**src/rtl/gpio_in_conditioner.sv**
```systemverilog
// GPIO input front end: 2-flop sync, per-pin debounce (only with GPIO_IN_DEBOUNCE_EN), sticky edge IRQ status.
// Latency: pad->RAW 2 cycles, register read 1 cycle; no backpressure, bus strobes are always accepted.
module gpio_in_conditioner #(
  parameter int WIDTH      = 32,
  parameter int PRESCALE   = 1000,
  parameter int STABLE_CNT = 4
) (
  input  logic             clk,
  input  logic             rst,
  input  logic [WIDTH-1:0] pad_in,
  input  logic             wr_en,
  input  logic             rd_en,
  input  logic [7:0]       addr,
  input  logic [31:0]      wdata,
  output logic [31:0]      rdata,
  output logic [WIDTH-1:0] gpio_in_clean,
  output logic             irq
);

  if (WIDTH < 1 || WIDTH > 32 || PRESCALE < 2 || STABLE_CNT < 1) begin : g_bad_cfg
    $error("gpio_in_conditioner: parameter out of range");
  end

  logic [WIDTH-1:0] sync1, sync2, clean, clean_nxt;
  logic [WIDTH-1:0] rise_en, fall_en, status;
  logic [WIDTH-1:0] rise, fall, ev, clr;
  logic [31:0]      rd_mux;

  always_ff @(posedge clk or posedge rst) begin
    if (rst) begin
      sync1 <= '0;
      sync2 <= '0;
      clean <= '0;
    end else begin
      sync1 <= pad_in;
      sync2 <= sync1;
      clean <= clean_nxt;
    end
  end

`ifdef GPIO_IN_DEBOUNCE_EN
  localparam int PW = $clog2(PRESCALE);
  localparam int CW = $clog2(STABLE_CNT + 1);

  logic [PW-1:0]            pre_cnt;
  logic                     tick;
  logic [WIDTH-1:0][CW-1:0] db_cnt, db_cnt_nxt;

  assign tick = (pre_cnt == PW'(PRESCALE - 1));

  always_ff @(posedge clk or posedge rst) begin
    if (rst) begin
      pre_cnt <= '0;
      db_cnt  <= '0;
    end else begin
      pre_cnt <= tick ? '0 : pre_cnt + 1'b1;
      db_cnt  <= db_cnt_nxt;
    end
  end

  // A tick back at the old level clears the count, so qualification restarts.
  always_comb begin
    clean_nxt  = clean;
    db_cnt_nxt = db_cnt;
    if (tick) begin
      for (int i = 0; i < WIDTH; i++) begin
        if (sync2[i] == clean[i]) begin
          db_cnt_nxt[i] = '0;
        end else if (db_cnt[i] == CW'(STABLE_CNT - 1)) begin
          clean_nxt[i]  = sync2[i];
          db_cnt_nxt[i] = '0;
        end else begin
          db_cnt_nxt[i] = db_cnt[i] + 1'b1;
        end
      end
    end
  end
`else
  assign clean_nxt = sync1;
`endif

  // Edges are taken against the value clean is about to load, so STATUS sets on the same edge.
  assign rise = clean_nxt & ~clean;
  assign fall = ~clean_nxt & clean;
  assign ev   = (rise & rise_en) | (fall & fall_en);
  assign clr  = (wr_en && addr == 8'h0C) ? wdata[WIDTH-1:0] : '0;

  always_comb begin
    rd_mux = '0;
    case (addr)
      8'h00:   rd_mux[WIDTH-1:0] = clean;
      8'h04:   rd_mux[WIDTH-1:0] = rise_en;
      8'h08:   rd_mux[WIDTH-1:0] = fall_en;
      8'h0C:   rd_mux[WIDTH-1:0] = status;
      8'h10:   rd_mux[WIDTH-1:0] = sync2;
      default: rd_mux = '0;
    endcase
  end

  always_ff @(posedge clk or posedge rst) begin
    if (rst) begin
      rise_en <= '0;
      fall_en <= '0;
      status  <= '0;
      rdata   <= '0;
    end else begin
      if (wr_en && addr == 8'h04) rise_en <= wdata[WIDTH-1:0];
      if (wr_en && addr == 8'h08) fall_en <= wdata[WIDTH-1:0];
      status <= (status & ~clr) | ev;
      if (rd_en) rdata <= rd_mux;
    end
  end

  assign gpio_in_clean = clean;
  assign irq           = |status;

endmodule

```
**config.mk**
```make
export PLATFORM = sky130hd
export DESIGN_NAME = gpio_in_conditioner
export DESIGN_NICKNAME = d
export VERILOG_FILES = /design/src/rtl/gpio_in_conditioner.sv
export SDC_FILE = /design/constraint.sdc
export NUM_CORES = 1
export LEC_CHECK = 0
export CAP_MARGIN = 5
export CORE_AREA = 8 8 142 171
export CTS_CLUSTER_DIAMETER = 120
export DETAILED_ROUTE_END_ITERATION = 8
export DIE_AREA = 0 0 150 179
export SLEW_MARGIN = 15
export SYNTH_ARGS = -nofsm -noshare
export SYNTH_HDL_FRONTEND = slang
export SYNTH_SLANG_ARGS = --single-unit
```
**constraint.sdc**
```tcl
create_clock -name clk -period 16.6 [get_ports clk]
set_clock_uncertainty 0.2 [all_clocks]
set_input_delay 3.32 -clock clk [delete_from_list [all_inputs] [get_ports clk]]
set_output_delay 3.32 -clock clk [all_outputs]
set_load 0.05 [all_outputs]
```
; ---- After elaboration in Yosys (flattened, before gate mapping)
; Index checks and enable logic that the tools add are counted.
[classes]
n_addsub = 0
n_mul = 0
div_mod_pow = 0
magnitude_cmp = 0
n_eq_ne = 4
shifts = 0
muxes = 2
bitwise = 10
reduce_logical = 6
[op_table]
columns = operator, n
row1 = $and A32 B32 Y32, 5
row2 = $pmux W32 S4, 1
row3 = $not A32 Y32, 3
row4 = $or A32 B32 Y32, 2
row5 = $mux W32, 1
row6 = $reduce_or A32 Y1, 1
row7 = $eq A8 B4 Y1 const B, 2
row8 = $eq A8 B3 Y1 const B, 1
row9 = $eq A8 B5 Y1 const B, 1
row10 = $logic_not A8 Y1, 1
row11 = $logic_and A1 B1 Y1, 3
row12 = $reduce_or A2 Y1, 1
[word_totals]
ff_bits = 192
latchBits = 0
mem_bits_rw = 0
mem_bits_ro = 0
in_bits = 76
out_inout_bits = 65
wordCells = 28
memories = 0

; ---- Logic depth before layout (Yosys ltp)
[depth]
depth_word = 6
mapped_depth = 6
mapped_depth_nobuf = 3

; ---- Worst setup path before layout
; No wires, ideal clock.
[synth_path]
path_type = input-to-reg
start = input port addr[4]
end = register fall_en[0]
setup_time_ps = 128
arrival_time_ps = 4461
t_required_ps = 16272
slack_ps = 11811
cell_stages = 4
path_buffers = 1
path_cell_list = nor4b_4 nand4b_1 buf_2 mux2_1
[synth_between]
elab_chain_len = 2
[synth_rtl]
columns = element, line
row1 = "start, declared", 13  ; input logic [7:0] addr,
row2 = $eq A8 B4 Y1, 108  ; if (wr_en && addr == 8'h08) fall_en <= wdata[WIDTH-1:0];
row3 = $logic_and A1 B1 Y1, 108
row4 = "end signal, assigned", 108
row5 = "end, declared", 25  ; logic [WIDTH-1:0] rise_en, fall_en, status;
; Every way passes these cells.
; A chain may end at the register's enable or synchronous reset.

; ---- Final worst setup path
[layout_path]
start = register status[26]
end = output port irq
[layout_between]
elab_chain_len = 1
[layout_rtl]
columns = element, line
row1 = "start, declared", 25
row2 = "start signal, assigned", 109  ; status <= (status & ~clr) | ev;
row3 = $reduce_or A32 Y1, 115  ; assign irq = |status;
row4 = "end, declared", 17  ; output logic irq
; Every way passes these cells.

==> key figures <==
Placement
  • Number of buffers added on ports: 140
  • Final HPWL DP: 15100 um
  • Gpl congestion: 0.771

Yosys
  • Ys async rst share: 1.00
  • Mapped Nets: 791
  • Syn_area_per_cell: 11.8 um^2
  • Sequential-to-total area share from yosys stat: 0.567
  • Yosys warns: 0
  • Flops & latches, synth: 192
  • Post-synth EDFFs: 0
  • Synth cell types: 28
  • Synthesized instance count: 715
  • Area of the mapped netlist: 0.00847 mm^2
  • Main flop type after synthesis: dfrtp_1

Critical path
  • Reg2Reg Launch Point: gpio_in_clean[16]$_DFF_PP0_
  • R2R depth: 3
  • Setup crit end kind: primary output
  • Crit. Startpoint: status[26]$_DFF_PP0_
  • Startpoint Class: register
  • Slowest stage cell, crit path: clkdlybuf4s50_1
  • Flop-to-flop setup slack: 15.24 ns
  • Crit path to: irq
  • Worst path bufs/invs: 1
  • Critical path depth in cells: 4
  • Worst r2r dst: rdata[16]$_DFFE_PP0P_
  • CP arrival: 2.65 ns
  • Critical Path RT: 13.08 ns
  • Critical path's top delay family: simple AND/OR/NAND/NOR gates
  • CP Class: register to primary output
  • Critical path's largest stage delay: 0.72 ns
  • Crit-path max FO: 3
  • Critical path, cell by cell: nor4_1, nand4_1, or2_2, clkdlybuf4s50_1

Routing
  • 1st-iter DRT viols: 523
  • Vias per inst: 5.83
  • Via count: 6481
  • Post-detailed-route count of antenna-violating nets: 0
  • Post-DR wirelength/cell: 21.9 um
  • DRT Pass-1 Iters: 6
  • DRC Markers: 0
  • Total wire length: 24300 um

Floorplan
  • Core Region: 0.0214 mm^2
  • Starting density of the core: 0.396
  • Site Rows: 59
  • Die Ht: 179 um
  • Die width: 150 um
  • I/O pin cnt: 141
  • Total die area: 0.0269 mm^2

Timing
  • Hold violation count in the final report: 0
  • Tmin final: 6.17 ns
  • Post-route clock period utilization: 0.372
  • Max Transition Viols Final: 0
  • Setup violators final: 0
  • Worst-Margin Slew: 1.05 ns
  • RSZ-0062 raised after global routing: false
  • Max Fclk: 0.162 GHz
  • Setup TNS: 0 ns
  • Relative slew slack: 0.301

Finish
  • Most common cell after layout, fill and taps aside: dfrtp_1
  • Layout area overhead: 25.4%
  • Fillers: 1908
  • Most frequent cells in the layout: dfrtp_1, clkdlybuf4s50_1, mux2_2, nand2_1, nand4_1
  • Final core utilization: 0.496
  • Share of cells above drive strength 1: 0.130
  • Nets@finish: 902

Clock network
  • Cells resized by post-CTS repair: 0
  • CTS tree: done
  • CTS buffer count: 17
  • Hold-fix buffers, CTS: 0
  • CTS Buffer Depth: 2
  • H-tree levels: 4
  • Clock latency on the worst-skew pair: 0.42 ns
  • Root Buffer: clkbuf_16
  • Post-CTS setup buffer count: 0
  • Clk slew on worst S/H paths: 0.06 ns
  • CTS sink cnt: 192

Global routing
  • Total GRT Usage: 0.184
  • Largest net degree at the start of global routing: 117
  • Vias in the first global route: 7038
  • Initial antenna violation count: 0
  • Grt total ovfl: 0
  • Wire length of the first global-routing pass: 38200 um

Power
  • Pleak: 4.42 nW
  • Switch Pwr: 0.000285 W
  • PwrDens: 103 mW/mm^2
  • Seq pwr share: 0.510
  • Max rail drop VDD: 0.0698 mV
  • Comb pwr share: 0.134
  • Switching Fraction: 0.260
  • Clock group share of total power: 0.355
  • Internal power: 0.000813 W

Job
  • Max_cap viols: 0

Status
  • Status: finished, final reports clean

Min path
  • Min-delay worst type: register to register
## stage by stage
stage                     cells  cell area (um^2)  hold slack [ns]  total power, W  worst slack (ns)
final                      1112             10600            0.198         0.00110             10.43
after floorplan             715              8470            0.175        0.000648              7.85
after CTS                  1111             10600            0.200         0.00111             10.39
after global placement     1081             10100            0.186        0.000709             10.45
after global routing       1111             10600            0.217         0.00115             10.25
after detailed placement   1081             10100            0.186        0.000716             10.37
## sequential cells by signal, summed over array words and instances (netlist names)
register and flops:
fall_en 32, gpio_in_clean 32, rdata 32, clean_nxt 32
status 32, rise_en 32
## cells by family after synthesis
logic type,synth area share
AO/OA/AOI/OAI,0.114
AND/OR/NAND/NOR,0.151
flip-flops,0.567
buffers and inverters,0.0405
multiplexers,0.128
## final cells by class
type	instances	area (um^2)	share of cell area
antenna	1	2.50	0.000236
inverter	33	131	0.0124
timing repair buffer	148	1440	0.136
multi-input combinational	434	3340	0.314
tap	274	343	0.0323
clock inverter	5	53.8	0.00507
sequential	192	4800	0.452
clock buffer	25	505	0.0476
## layer usage
layer / routed length (um) / track usage
met1: 10100 / 0.219
met2: 12400 / 0.315
met3: 1240 / 0.0407
met4: 610 / 0.0784
met5: 0 / 0
## worst min path at each step
stage                                  startpoint  depth (start not counted)                          end  slack [ns]
after global placement    clean_nxt[30]$_DFF_PP0_                          0  gpio_in_clean[30]$_DFF_PP0_        0.19
final                     clean_nxt[30]$_DFF_PP0_                          0  gpio_in_clean[30]$_DFF_PP0_        0.20
after floorplan            clean_nxt[0]$_DFF_PP0_                          0   gpio_in_clean[0]$_DFF_PP0_        0.17
after detailed placement  clean_nxt[30]$_DFF_PP0_                          0  gpio_in_clean[30]$_DFF_PP0_        0.19
after CTS                 clean_nxt[30]$_DFF_PP0_                          0  gpio_in_clean[30]$_DFF_PP0_        0.20
after global routing      clean_nxt[14]$_DFF_PP0_                          0  gpio_in_clean[14]$_DFF_PP0_        0.22
## cells in the mapped netlist, drive strengths merged, types with 2 or more instances
library cell / instances / area [um^2]
nor3b: 29 / 218
o221ai: 3 / 26.3
nand2: 64 / 240
nor2: 3 / 11.3
inv: 33 / 124
nor4: 8 / 50.1
nand3: 29 / 145
nand4b: 2 / 17.5
dfrtp: 192 / 4800
nand2b: 3 / 18.8
o22ai: 32 / 200
mux2: 96 / 1080
clkbuf: 44 / 165
o211ai: 29 / 218
a22oi: 3 / 22.5
buf: 12 / 53.8
a32oi: 29 / 254
nor4bb: 29 / 290
a21o: 32 / 240
nand4: 37 / 231
## power groups by stage
stage | Sequential (W) | Combinational, W | Clock (W)
3_3_place_gp | 0.000565 | 0.000144 | 0
5_1_grt | 0.000566 | 0.000160 | 0.000420
2_1_floorplan | 0.000567 | 0.0000813 | 0
4_1_cts | 0.000560 | 0.000149 | 0.000401
3_5_place_dp | 0.000568 | 0.000148 | 0
6_report | 0.000561 | 0.000147 | 0.000390
## worst reg2reg max path, stage by stage (launching register included)
cell and delay, ns:
dfrtp_1 0.43, nor3b_1 0.25, o211ai_1 0.14, a32oi_1 0.25
Power figures use the tool's default switching activity.
